### src/rtl/cpu10_pkg.sv
// Shared definitions for the 10-bit teaching CPU.
// Widths, the halt encoding, opcodes and the fetch state type.
package cpu10_pkg;

  localparam int ADDR_W  = 10;
  localparam int INSTR_W = 10;

  localparam logic [INSTR_W-1:0] HALT_WORD =
    10'b0010000010;

  typedef enum logic [3:0] {
    OP_ALU  = 4'h0,
    OP_ADDI = 4'h1,
    OP_SYS  = 4'h2,
    OP_LD   = 4'h3,
    OP_ST   = 4'h4,
    OP_BEQ  = 4'h5,
    OP_BNE  = 4'h6,
    OP_JMP  = 4'h7,
    OP_JAL  = 4'h8,
    OP_LUI  = 4'h9
  } opcode_t;

  typedef enum logic {
    RUN  = 1'b0,
    HALT = 1'b1
  } fetch_state_t;

endpackage

### src/rtl/instr_fetch.sv
// Fetch stage: owns the PC, drives the ROM, registers the word
// for decode over valid/ready and stops after fetching halt.
module instr_fetch #(
  parameter int ADDR_W = cpu10_pkg::ADDR_W,
  parameter int INSTR_W = cpu10_pkg::INSTR_W,
  parameter logic [ADDR_W-1:0] RESET_PC = '0,
  parameter logic [INSTR_W-1:0] HALT_WORD =
    cpu10_pkg::HALT_WORD,
  parameter int CNT_W = 16
) (
  input  logic               clk,
  input  logic               rst_n,
  output logic [ADDR_W-1:0]  address,
  input  logic [INSTR_W-1:0] read_data,
  input  logic               redirect_valid,
  input  logic [ADDR_W-1:0]  redirect_target,
  output logic               instr_valid,
  input  logic               instr_ready,
  output logic [INSTR_W-1:0] instr,
  output logic [ADDR_W-1:0]  instr_pc,
  output logic               halted,
  output logic [CNT_W-1:0]   fetch_count
);

  import cpu10_pkg::*;

  fetch_state_t state, state_nx;
  logic [ADDR_W-1:0] pc;
  logic run, redir, load, drain;

  assign run   = (state == RUN);
  assign redir = run && redirect_valid;
  assign load  = run && !redirect_valid &&
                 (!instr_valid || instr_ready);
  assign drain = !run && instr_valid && instr_ready;

  assign address = pc;
  assign halted  = (state == HALT);

  always_ff @(posedge clk or negedge rst_n) begin
    if (!rst_n) state <= RUN;
    else        state <= state_nx;
  end

  always_comb begin
    state_nx = state;
    if (load && read_data == HALT_WORD)
      state_nx = HALT;
  end

  always_ff @(posedge clk or negedge rst_n) begin
    if (!rst_n) begin
      pc          <= RESET_PC;
      instr_valid <= 1'b0;
      instr       <= '0;
      instr_pc    <= '0;
      fetch_count <= '0;
    end else begin
      unique case (1'b1)
        redir: begin
          // redirect squashes any held word, even mid-handshake
          pc          <= redirect_target;
          instr_valid <= 1'b0;
        end
        load: begin
          instr       <= read_data;
          instr_pc    <= pc;
          instr_valid <= 1'b1;
          pc          <= pc + ADDR_W'(1);
          if (fetch_count != '1)
            fetch_count <= fetch_count + CNT_W'(1);
        end
        drain: instr_valid <= 1'b0;
        default: ;
      endcase
    end
  end

endmodule
### config.mk
export PLATFORM = sky130hd
export DESIGN_NAME = instr_fetch
export DESIGN_NICKNAME = d
export VERILOG_FILES = /design/src/rtl/cpu10_pkg.sv /design/src/rtl/instr_fetch.sv
export SDC_FILE = /design/constraint.sdc
export NUM_CORES = 1
export LEC_CHECK = 0
export CORE_MARGIN = 3
export CORE_UTILIZATION = 40
export CTS_BUF_LIST = sky130_fd_sc_hd__clkbuf_8
export CTS_CLUSTER_DIAMETER = 120
export DETAILED_ROUTE_END_ITERATION = 7
export PLACE_DENSITY = 0.68
export SLEW_MARGIN = 25
export SYNTH_ARGS = -nofsm -noshare
export SYNTH_HDL_FRONTEND = slang
export SYNTH_SLANG_ARGS = --single-unit
### constraint.sdc
create_clock -name clk -period 5.25 [get_ports clk]
set_clock_uncertainty 0.15 [all_clocks]
set_input_delay 1.05 -clock clk [delete_from_list [all_inputs] [get_ports clk]]
set_output_delay 1.05 -clock clk [all_outputs]
set_load 0.005 [all_outputs]
* Yosys cells after proc, flatten, opt, wreduce, memory -nomap -nowiden
Cells that the tools add are included. Widths: inputs -> output; s select.
Storage, ports and cells: bits in registers 48, bits in latches 0, bits in writable memories 0, ROM bits 0, input bits 24, output and inout port bits 48, word-level logic and storage cells 26, memories 0
Cells by class: $add $sub $neg 2, multipliers 0, divide/modulo/power cells 0, order comparisons 0, equality and inequality tests 2, shift operators 0, multiplexer cells 2, bitwise logic cells 1, reductions and logical operators 13
Operators with widths (count):
- $pmux 10 s2 | 1
- $add 16x1->16 const B | 1
- $ne 16x16->1 const B | 1
- $add 10x1->10 const B | 1
- $eq 10x8->1 const B | 1
- $logic_and 1x1->1 | 6
- $reduce_bool 2->1 | 2
- $logic_not 1->1 | 2
- $pmux 1 s2 | 1
- $reduce_and 2->1 | 1
- $reduce_or 2->1 | 1
- $logic_or 1x1->1 | 1
- $not 1->1 | 1

* Depth between registers and ports, before layout
Gate-level depths: netlist (run 1).
word-level depth 4, gate-level depth with buffers 6, depth with buffers taken out 5

* Least setup slack after synthesis (run 1)
OpenSTA, ideal clock, no wires.
kind input to register, start point in redirect_valid, end point reg fetch_count[15], setup time 0.079 ns, data arrival time 2.112 ns, required time 5.021 ns, setup slack 2.909 ns, stages on the path 4, path buffers 0, cells stage by stage or2_4 > or3_4 > nor4_4 > xor2_1
On the way: word-level cells in the longest chain between the ends 4
Ends and longest elaborated chain:
- start: declaration | RTL line instr_fetch.sv:15 | input logic redirect_valid,
- $logic_not 1->1 | RTL line instr_fetch.sv:33 | assign load = run && !redirect_valid &&
- $logic_and 1x1->1 (2 in series) | RTL line instr_fetch.sv:33
- $reduce_and 2->1 (no source line)
- end signal: assignment | RTL line instr_fetch.sv:71 | fetch_count <= fetch_count + CNT_W'(1);
- end: declaration | RTL line instr_fetch.sv:22 | output logic [CNT_W-1:0] fetch_count
No other way between the ends. A chain may end at the register's enable or synchronous reset.

* Final worst setup path (run 1)
start point in redirect_valid, end point reg pc[7], in the netlist address[7]
On the way: word-level cells in the longest chain between the ends 4, elaborated cells between the ends (all ways) 6, those cells by class mux (1); reduce/logical (5)
Ends and longest elaborated chain:
- $logic_not 1->1 | RTL line instr_fetch.sv:33
- $logic_and 1x1->1 (2 in series) | RTL line instr_fetch.sv:33
- $pmux 10 s2 / $reduce_bool 2->1 (equally long branches)
- end signal: assignment | RTL line instr_fetch.sv:62 | pc <= redirect_target;
- end signal: assignment | RTL line instr_fetch.sv:69 | pc <= pc + ADDR_W'(1);
- end: declaration | RTL line instr_fetch.sv:28 | logic [ADDR_W-1:0] pc;
Parallel ways exist; a longest one is shown, timed or not.

==> flow_metrics.tcl, run 1 <==
set metrics [dict create \
    netlist_area_um2 2256 \
    leakagePower_nw 1.340 \
    clock_latency_ns 0.29 \
    ir_drop_v 0.0001937 \
    rsz0062_at_grt "false" \
    synth.top_cell.area_share_pct 53.24 \
    syn_nets 252 \
    ys_seq_area_share_pct 53.24 \
    holdCritPathClass "reg -> reg" \
    fillers 486 \
    ff2ff_path_depth 5 \
    critPathKind "in -> reg" \
    ios 72 \
    synth_xor_area_share_pct 5.824 \
    final_nets 323 \
    fmax_mhz 351.6 \
    diodes 0 \
    antenna_found_initial 0 \
    maxCapViolCount 0 \
    dr.pass1.iters 4 \
    drv_slew 0 \
    post-synth-top-count-cell "nand2_1" \
    grt_overflow_total 0 \
    status "completed" \
    portBuffers 71 \
    worstPathRequired_ns 5.32 \
    cts_setup_buffers 0 \
    yosysWarnings 0 \
    post-dp-hpwl_um 3776 \
    switchingPower_uw 305.7 \
    p_int_uw 751.6 \
    whs_ns 0.3265 \
    ys_top_cells_by_count "nand2_1 (68), dfrtp_1 (48), xor2_1 (11)" \
    clock_power_share_pct 25.1 \
    fin_crit_sh_pct 54.17 \
    grt_use_met3_pct 4.435 \
    synthAdderAreaFrac_pct 1.109 \
    swShare_pct 28.91 \
    cp.arrival_ns 2.91 \
    clock-sinks 48 \
    worst_pin_slew_ns 1.007 \
    grt_start_max_net_pins 49 \
    clockRootBuffer "clkbuf_8" \
    final_hold_viol_count 0 \
    busiest_layer "met2" \
    fin_crit_ns 2.844 \
    fin_tns_setup_ns 0 \
    dieWidth_um 81.10 \
    start_util_pct 42.81 \
    grtUsageMet1_pct 23.70 \
    via_per_inst 5.092 \
    synth.largest_area_cell "dfrtp_1" \
    routabilityCongestion 0.7351 \
    placed_area_um2 3024 \
    multi_input_area_um2 1005 \
    layout-drive-gt1-share_pct 7.383 \
    grt_pass1_vias 1970 \
    combPwrFrac_pct 26.6 \
    synth_cells 226 \
    startpoint_type "input pin" \
    wire_per_inst_um 14.44 \
    grt_pass1_wl_um 9280 \
    clk_pin_slew_ns 0.09 \
    utilization_pct 59.50 \
    synthArstFlopShare_pct 100.0 \
    dr.first_iter.drc_count 134 \
    die_h_um 81.10 \
    ant_nets 0 \
    synth-simple-area-share_pct 28.84 \
    synth_top_family_by_area "simple AND/OR/NAND/NOR gates" \
    regArea_um2 1201 \
    cts_resized 0 \
    dieArea_um2 6577 \
    cp_max_fo 26 \
    use_met2_pct 29.47 \
    cts_tree "done" \
    hold_buffers 0 \
    endpoint_kind "flop" \
    ys_types 43 \
    relSlewSlack_pct 32.77 \
    wirelength_um 5315 \
    synth_compound_area_share_pct 7.876 \
    synth-seq-cells 48 \
    synth_area_leaders "dfrtp_1 (53%), nand2_1 (11%), xor2_1 (4.3%)" \
    num_rows 26 \
    synthMuxAreaShare_pct 0.4992 \
    setup_viol 0 \
    holdPathStages 2 \
    p_seq_share_pct 48.3 \
    core_area_um2 5270 \
    clk_path_buf_depth 2 \
    final_area_um2 3136 \
    grt_use_total_pct 17.89 \
    vias 1874 \
    cts_buffers 5 \
    drc 0 \
    area_growth_pct 38.99 \
    avgSynthCellArea_um2 9.982 \
    ctsHtreeMaxLevel 2 \
    synth_edf_count 0 \
    cellPowerDensity_nw_per_um2 337.2 \
    ys.flop_type "dfrtp_1" \
]
path summary, 6_finish.rpt:
| check | start | end | slack [ns] |
|---|---|---|---|
| max in group asynchronous | rst_n | fetch_count[7]$_DFFE_PN0P_ | 3.92 |
| setup / recovery | redirect_valid | address[7]$_DFFE_PN0P_ | 2.41 |
| setup reg to reg | fetch_count[9]$_DFFE_PN0P_ | fetch_count[1]$_DFFE_PN0P_ | 2.88 |
| min in group asynchronous | rst_n | instr_pc[5]$_DFFE_PN0P_ | 0.62 |
| hold / removal | instr[7]$_DFFE_PN0P_ | instr[7]$_DFFE_PN0P_ | 0.33 |
| hold reg to reg | instr[7]$_DFFE_PN0P_ | instr[7]$_DFFE_PN0P_ | 0.33 |
layer usage:
| metal | part of all wire (%) | routed length, um | vias to the layer above |
|---|---|---|---|
| met1 | 47 | 2510 | 884 |
| met2 | 47 | 2516 | 53 |
| met3 | 4.5 | 238 | 7 |
| met5 | 0 | 0 | - |
| met4 | 0.94 | 50 | 0 |
| li1 | - | - | 930 |
cell type report:
cell class,count,area share [%]
multi-input cells,166,32.04
well taps,70,2.793
repair buffers,72,22.83
flip-flops and latches,48,38.31
clock inverters,3,1.357
inverters,4,0.4789
clock buffers,5,2.195
layout by cell type, fill, tap and decap left out, drive strengths merged, types with 5 or more instances in the layout:
cell type and n:
a221o 6, clkbuf 5, clkdlybuf4s50 70, dfrtp 48
nand2 68, nand3 8, nand4 8, nor2 5
nor3 5, nor4 8, o21ai 6, xor2 11
worst max-delay path, stage by stage:
cell and delay (ns):
clkdlybuf4s50_1 0.45, or2_4 0.29, nor2_2 0.76, a21oi_1 0.15, o211ai_1 0.20
metrics by stage:
step                      cells  worst slack, ns  power [mW]
final                       368            2.406       1.057
after global routing        368            2.226       1.128
after detailed placement    360            2.095      0.8017
after global placement      360            2.163      0.7991
after floorplan             226            2.909      0.6130
after CTS                   368            2.413       1.068
registers in the layout, summed over array words and instances (netlist names):
name         cells
halted           1
instr           10
address         10
instr_valid      1
instr_pc        10
fetch_count     16
power groups by stage:
stage,Sequential [mW],Clock [mW],Combinational [mW]
floorplan,0.511,0,0.102
global placement,0.517,0,0.282
global route,0.525,0.290,0.313
detailed placement,0.518,0,0.284
CTS,0.511,0.271,0.286
finish,0.510,0.266,0.281
logic make-up (layout without fill, tap and decap cells):
logic type | count (synthesis) | in the layout
xor+xnor | 15 | 15
simple gates | 124 | 124
mux | 1 | 1
fa+ha+maj | 2 | 2
buf+inv | 12 | 84
flops | 48 | 48
compound gates | 24 | 24
Power figures use the tool's default switching activity.
==> run 2, diff against run 1 <==
--- a/config.mk
+++ b/config.mk
@@ -10,7 +10,7 @@
 export CTS_BUF_LIST = sky130_fd_sc_hd__clkbuf_8
 export CTS_CLUSTER_DIAMETER = 120
 export DETAILED_ROUTE_END_ITERATION = 7
-export PLACE_DENSITY = 0.68
+export PLACE_DENSITY = 0.7
 export SLEW_MARGIN = 25
 export SYNTH_ARGS = -nofsm -noshare
 export SYNTH_HDL_FRONTEND = slang
==> constraint.sdc (replaced) <==
create_clock -name clk -period 2.3 [get_ports clk]
set_clock_uncertainty 0.15 [all_clocks]
set_input_delay 0.46 -clock clk [delete_from_list [all_inputs] [get_ports clk]]
set_output_delay 0.46 -clock clk [all_outputs]
set_load 0.005 [all_outputs]
==> run 2 against run 1 <==
Compared with the run above: worst setup slack lost 2.1 ns; sequential share of layout area shrank 0.48 points; hold slack lost 0.23 ns; total power grew 120%; count of clock-buffer cells in the layout grew 1; final cell count grew 2.2%; critical endpoint is now fetch_count[15]$_DFFE_PN0P_.
==> flow_metrics.tcl, run 2 (synthesized netlist as in run 1, its figures left out) <==
set metrics [dict create \
    status "completed" \
    final_nets 331 \
    clk_path_buf_depth 2 \
    setup_viol 0 \
    dr.pass1.iters 4 \
    grt_overflow_total 0 \
    relSlewSlack_pct 49.29 \
    ff2ff_path_depth 5 \
    grt_pass1_wl_um 8749 \
    cellPowerDensity_nw_per_um2 731.7 \
    area_growth_pct 40.77 \
    wire_per_inst_um 13.58 \
    wirelength_um 5105 \
    leakagePower_nw 1.372 \
    clock-sinks 48 \
    grt_start_max_net_pins 49 \
    drv_slew 0 \
    routabilityCongestion 0.7195 \
    fin_tns_setup_ns 0 \
    worst_pin_slew_ns 0.7591 \
    grt_use_total_pct 17.07 \
    critPathKind "in -> reg" \
    core_area_um2 5270 \
    dr.first_iter.drc_count 105 \
    fin_crit_sh_pct 84.77 \
    layout_common_cells "clkdlybuf4s50_1 (70), nand2_1 (68), dfrtp_1 (48)" \
    via_per_inst 5.029 \
    cts_tree "done" \
    final_area_um2 3176 \
    antenna_found_initial 0 \
    final_common_cell "clkdlybuf4s50_1" \
    utilization_pct 60.26 \
    ir_drop_v 0.0004333 \
    cts_resized 0 \
    crit_chain "clkdlybuf4s50_1, or2_4, or3_4, nor4_4, xor2_1" \
    drc 0 \
    dieWidth_um 81.10 \
    grt_pass1_vias 1790 \
    diodes 0 \
    path_delay_family "simple AND/OR/NAND/NOR gates" \
    cpPeakStageDelay_ns 0.43 \
    placed_area_um2 3082 \
    fin_crit_ns 1.950 \
    maxCapViolCount 0 \
    holdCritPathClass "in -> async" \
    top_register "fetch_count" \
    crit_slowest_cell "clkdlybuf4s50_1" \
    vias 1891 \
    clk_pin_slew_ns 0.09 \
    hold_buffers 0 \
    post-dp-hpwl_um 3784 \
    worstPathRequired_ns 2.37 \
    whs_ns 0.09999 \
    ctsHtreeMaxLevel 2 \
    endpoint_kind "flop" \
    cp.arrival_ns 2.02 \
    dieArea_um2 6577 \
    cts_buffers 5 \
    path_buf_inv 1 \
    instances_no_fill 376 \
    start_util_pct 42.81 \
    portBuffers 71 \
    num_rows 26 \
    largest_register_ff_count 16 \
    ios 72 \
    cp.depth 5 \
    cp_max_fo 5 \
    cts_setup_buffers 0 \
    final_hold_viol_count 0 \
    die_h_um 81.10 \
    clockRootBuffer "clkbuf_8" \
    ant_nets 0 \
    layout-drive-gt1-share_pct 9.477 \
    dp.cells 368 \
    rsz0062_at_grt "false" \
    clock_latency_ns 0.29 \
    fillers 481 \
    fmax_mhz 512.9 \
    startpoint_type "input pin" \
]
==> run 2: cell count changes in the layout (fill, tap and decap cells not counted), sizes merged <==
cell,change
clkinv,-1
clkbuf,+1
bufinv,-1
inv,+1
buf,+8
==> run 2: cell type report <==
type	count	area (um2)	area share, %
Clock buffer	6	82.58	2.600
Clock inverter	2	11.26	0.3546
Inverter	4	15.01	0.4728
Multi-Input combinational cell	166	1005	31.64
Sequential cell	48	1201	37.82
Tap cell	70	87.58	2.758
Timing Repair Buffer	80	773.2	24.35
==> run 2: final timing paths <==
path | slack (ns) | from | end
max in group asynchronous | 1.50 | rst_n | fetch_count[1]$_DFFE_PN0P_
hold reg to reg | 0.33 | instr_pc[9]$_DFFE_PN0P_ | instr_pc[9]$_DFFE_PN0P_
setup / recovery | 0.35 | redirect_valid | fetch_count[15]$_DFFE_PN0P_
min in group clk | 0.33 | instr_pc[9]$_DFFE_PN0P_ | instr_pc[9]$_DFFE_PN0P_
setup reg to reg | 0.45 | fetch_count[9]$_DFFE_PN0P_ | fetch_count[1]$_DFFE_PN0P_
hold / removal | 0.1 | rst_n | fetch_count[11]$_DFFE_PN0P_
==> run 2: report_power, final <==
group / internal [mW] / switching (mW)
registers: 0.992 / 0.169
logic: 0.411 / 0.245
clock network: 0.240 / 0.266
total: 1.64 / 0.681
==> run 2: metal layers <==
metal / vias up / part of all wire (%) / GRT usage (%)
li1: 949 / - / -
met1: 884 / 48 / 23.80
met2: 53 / 44 / 26.85
met3: 5 / 6.6 / 3.769
met4: 0 / 1.0 / 4.561
met5: - / 0 / 0
==> run 2: through the flow <==
step / power (mW) / setup WS [ns]
floorplan: 1.399 / 0.5490
finish: 2.323 / 0.3504
global route: 2.500 / 0.2688
global placement: 1.831 / 0.05657
detailed placement: 1.846 / 0.02680
CTS: 2.360 / 0.3346
==> run 3, diff against run 2 <==
--- a/config.mk
+++ b/config.mk
@@ -10,7 +10,7 @@
 export CTS_BUF_LIST = sky130_fd_sc_hd__clkbuf_8
 export CTS_CLUSTER_DIAMETER = 120
 export DETAILED_ROUTE_END_ITERATION = 7
-export PLACE_DENSITY = 0.7
+export PLACE_DENSITY = 0.68
 export SLEW_MARGIN = 25
 export SYNTH_ARGS = -nofsm -noshare
 export SYNTH_HDL_FRONTEND = slang
==> constraint.sdc (replaced) <==
create_clock -name clk -period 2 [get_ports clk]
set_clock_uncertainty 0.15 [all_clocks]
set_input_delay 0.4 -clock clk [delete_from_list [all_inputs] [get_ports clk]]
set_output_delay 0.4 -clock clk [all_outputs]
set_load 0.005 [all_outputs]
==> run 3 against run 2 <==
Compared with the run above: sequential cell count is the same; hold slack gained 0.23 ns; combinational power grew 18%; die area is the same; sequential power grew 15%; critical path depth shrank 4; cell area grew 2.7%; worst setup slack lost 0.22 ns; clock power grew 19%.
==> flow_metrics.tcl, run 3 (synthesized netlist as in run 1, its figures left out) <==
set metrics [dict create \
    wirelength_um 5336 \
    final_hold_viol_count 0 \
    startpoint_type "flop" \
    final_common_cell "clkdlybuf4s50_1" \
    switchingPower_uw 802.1 \
    busiest_layer "met2" \
    regArea_um2 1201 \
    crit_chain "clkdlybuf4s50_1" \
    top_register "fetch_count" \
    core_area_um2 5270 \
    grt_pass1_vias 1918 \
    drv_slew 0 \
    clk_pin_slew_ns 0.09 \
    cts_buffers 5 \
    cellPowerDensity_nw_per_um2 830.7 \
    clockRootBuffer "clkbuf_8" \
    cts_resized 0 \
    finalPower_mw 2.710 \
    num_rows 26 \
    ios 72 \
    rsz0062_at_grt "false" \
    grt_use_met3_pct 4.102 \
    diodes 0 \
    via_per_inst 5.068 \
    status "completed" \
    path_buf_inv 1 \
    grt_overflow_total 0 \
    relSlewSlack_pct 50.83 \
    grt_start_max_net_pins 49 \
    holdCritPathClass "reg -> reg" \
    crit_slowest_cell "clkdlybuf4s50_1" \
    endpoint_kind "output port" \
    vias 1946 \
    dr.pass1.iters 4 \
    pre_cts_slack_ns -0.1635 \
    setup_viol 0 \
    routabilityCongestion 0.7382 \
    clock-sinks 48 \
    largest_register_ff_count 16 \
    cpPeakStageDelay_ns 0.55 \
    area_growth_pct 44.59 \
    fin_crit_sh_pct 93.43 \
    use_met2_pct 30.21 \
    worst_pin_slew_ns 0.7361 \
    p_int_mw 1.908 \
    leakagePower_nw 1.422 \
    die_h_um 81.10 \
    cp_max_fo 7 \
    post-dp-hpwl_um 3915 \
    drc 0 \
    multi_input_area_um2 1005 \
    path_delay_family "buffers and inverters" \
    fillers 472 \
    maxCapViolCount 0 \
    layout-drive-gt1-share_pct 11.78 \
    swShare_pct 29.60 \
    clock_power_share_pct 22.2 \
    cp.arrival_ns 1.32 \
    ir_drop_v 0.0005349 \
    worstPathRequired_ns 1.45 \
    critPathKind "reg -> out" \
    dieArea_um2 6577 \
    layout_common_cells "clkdlybuf4s50_1 (70), nand2_1 (68), dfrtp_1 (48)" \
    grt_use_total_pct 17.72 \
    portBuffers 71 \
    dieWidth_um 81.10 \
    antenna_found_initial 0 \
    hold_buffers 1 \
    worst_slack_ns 0.1315 \
    ant_nets 0 \
    cts_tree "done" \
    wire_per_inst_um 13.90 \
    start_util_pct 42.81 \
    ctsHtreeMaxLevel 2 \
    clock_latency_ns 0.30 \
    final_nets 339 \
    combPwrFrac_pct 28.6 \
    cts_setup_buffers 0 \
    dr.first_iter.drc_count 89 \
    fin_crit_ns 1.869 \
    grt_pass1_wl_um 9059 \
    fmax_mhz 535.2 \
    p_seq_share_pct 49.2 \
    reg2reg_slack_ns 0.19 \
    clk_path_buf_depth 2 \
    grtUsageMet1_pct 22.66 \
]
-- run 3: cell count changes in the layout (fill, tap and decap cells not counted), sizes merged --
cell / change
clkinvlp: -1
inv: -1
clkinv: +2
buf: +7
dlygate4sd3: +1
-- run 3: per-layer routing --
layer | vias to the layer above | share of wire, % | wire length, um
met4 | 0 | 0.97 | 52
met2 | 54 | 48 | 2535
met3 | 6 | 5.0 | 266
met1 | 924 | 46 | 2481
met5 | - | 0 | 0
li1 | 962 | - | -
-- run 3: area by class of cell --
class / instances / area share (%)
clock buffer: 6 / 2.532
clock inverter: 2 / 0.3069
inverter: 4 / 0.4603
multi-input combinational: 166 / 30.80
sequential: 48 / 36.82
tap: 70 / 2.685
timing repair buffer: 88 / 26.39
-- run 3: power by group through the flow --
stage	combinational, mW	clock (mW)	sequential (mW)
2_1_floorplan	0.269	0	1.34
3_3_place_gp	0.772	0	1.35
3_5_place_dp	0.787	0	1.36
4_1_cts	0.792	0.617	1.34
5_1_grt	0.857	0.655	1.37
6_report	0.775	0.600	1.33
-- run 3: metrics by stage --
step                hold slack [ns]  setup TNS, ns  std cells  instance area (um2)  util [%]
finish                       0.3269              0        384                 3262     61.89
CTS                          0.3340              0        384                 3262     61.89
floorplan                  -0.04559              0        226                 2256         -
global placement             0.2563         -1.956        375                 3159     59.95
detailed placement           0.2584         -2.490        375                 3159     59.95
global route                 0.3477              0        384                 3262     61.89
-- run 3: final timing paths --
path                                        startpoint                          to  depth (start not counted)
max reg2reg                fetch_count[10]$_DFFE_PN0P_  fetch_count[1]$_DFFE_PN0P_                          5
min in group asynchronous                        rst_n     instr_pc[1]$_DFFE_PN0P_                          3
max                             address[2]$_DFFE_PN0P_                  address[2]                          1
min reg2reg                       instr[7]$_DFFE_PN0P_        instr[7]$_DFFE_PN0P_                          2
max in group asynchronous                        rst_n      address[8]$_DFFE_PN0P_                          3
min                               instr[7]$_DFFE_PN0P_        instr[7]$_DFFE_PN0P_                          2
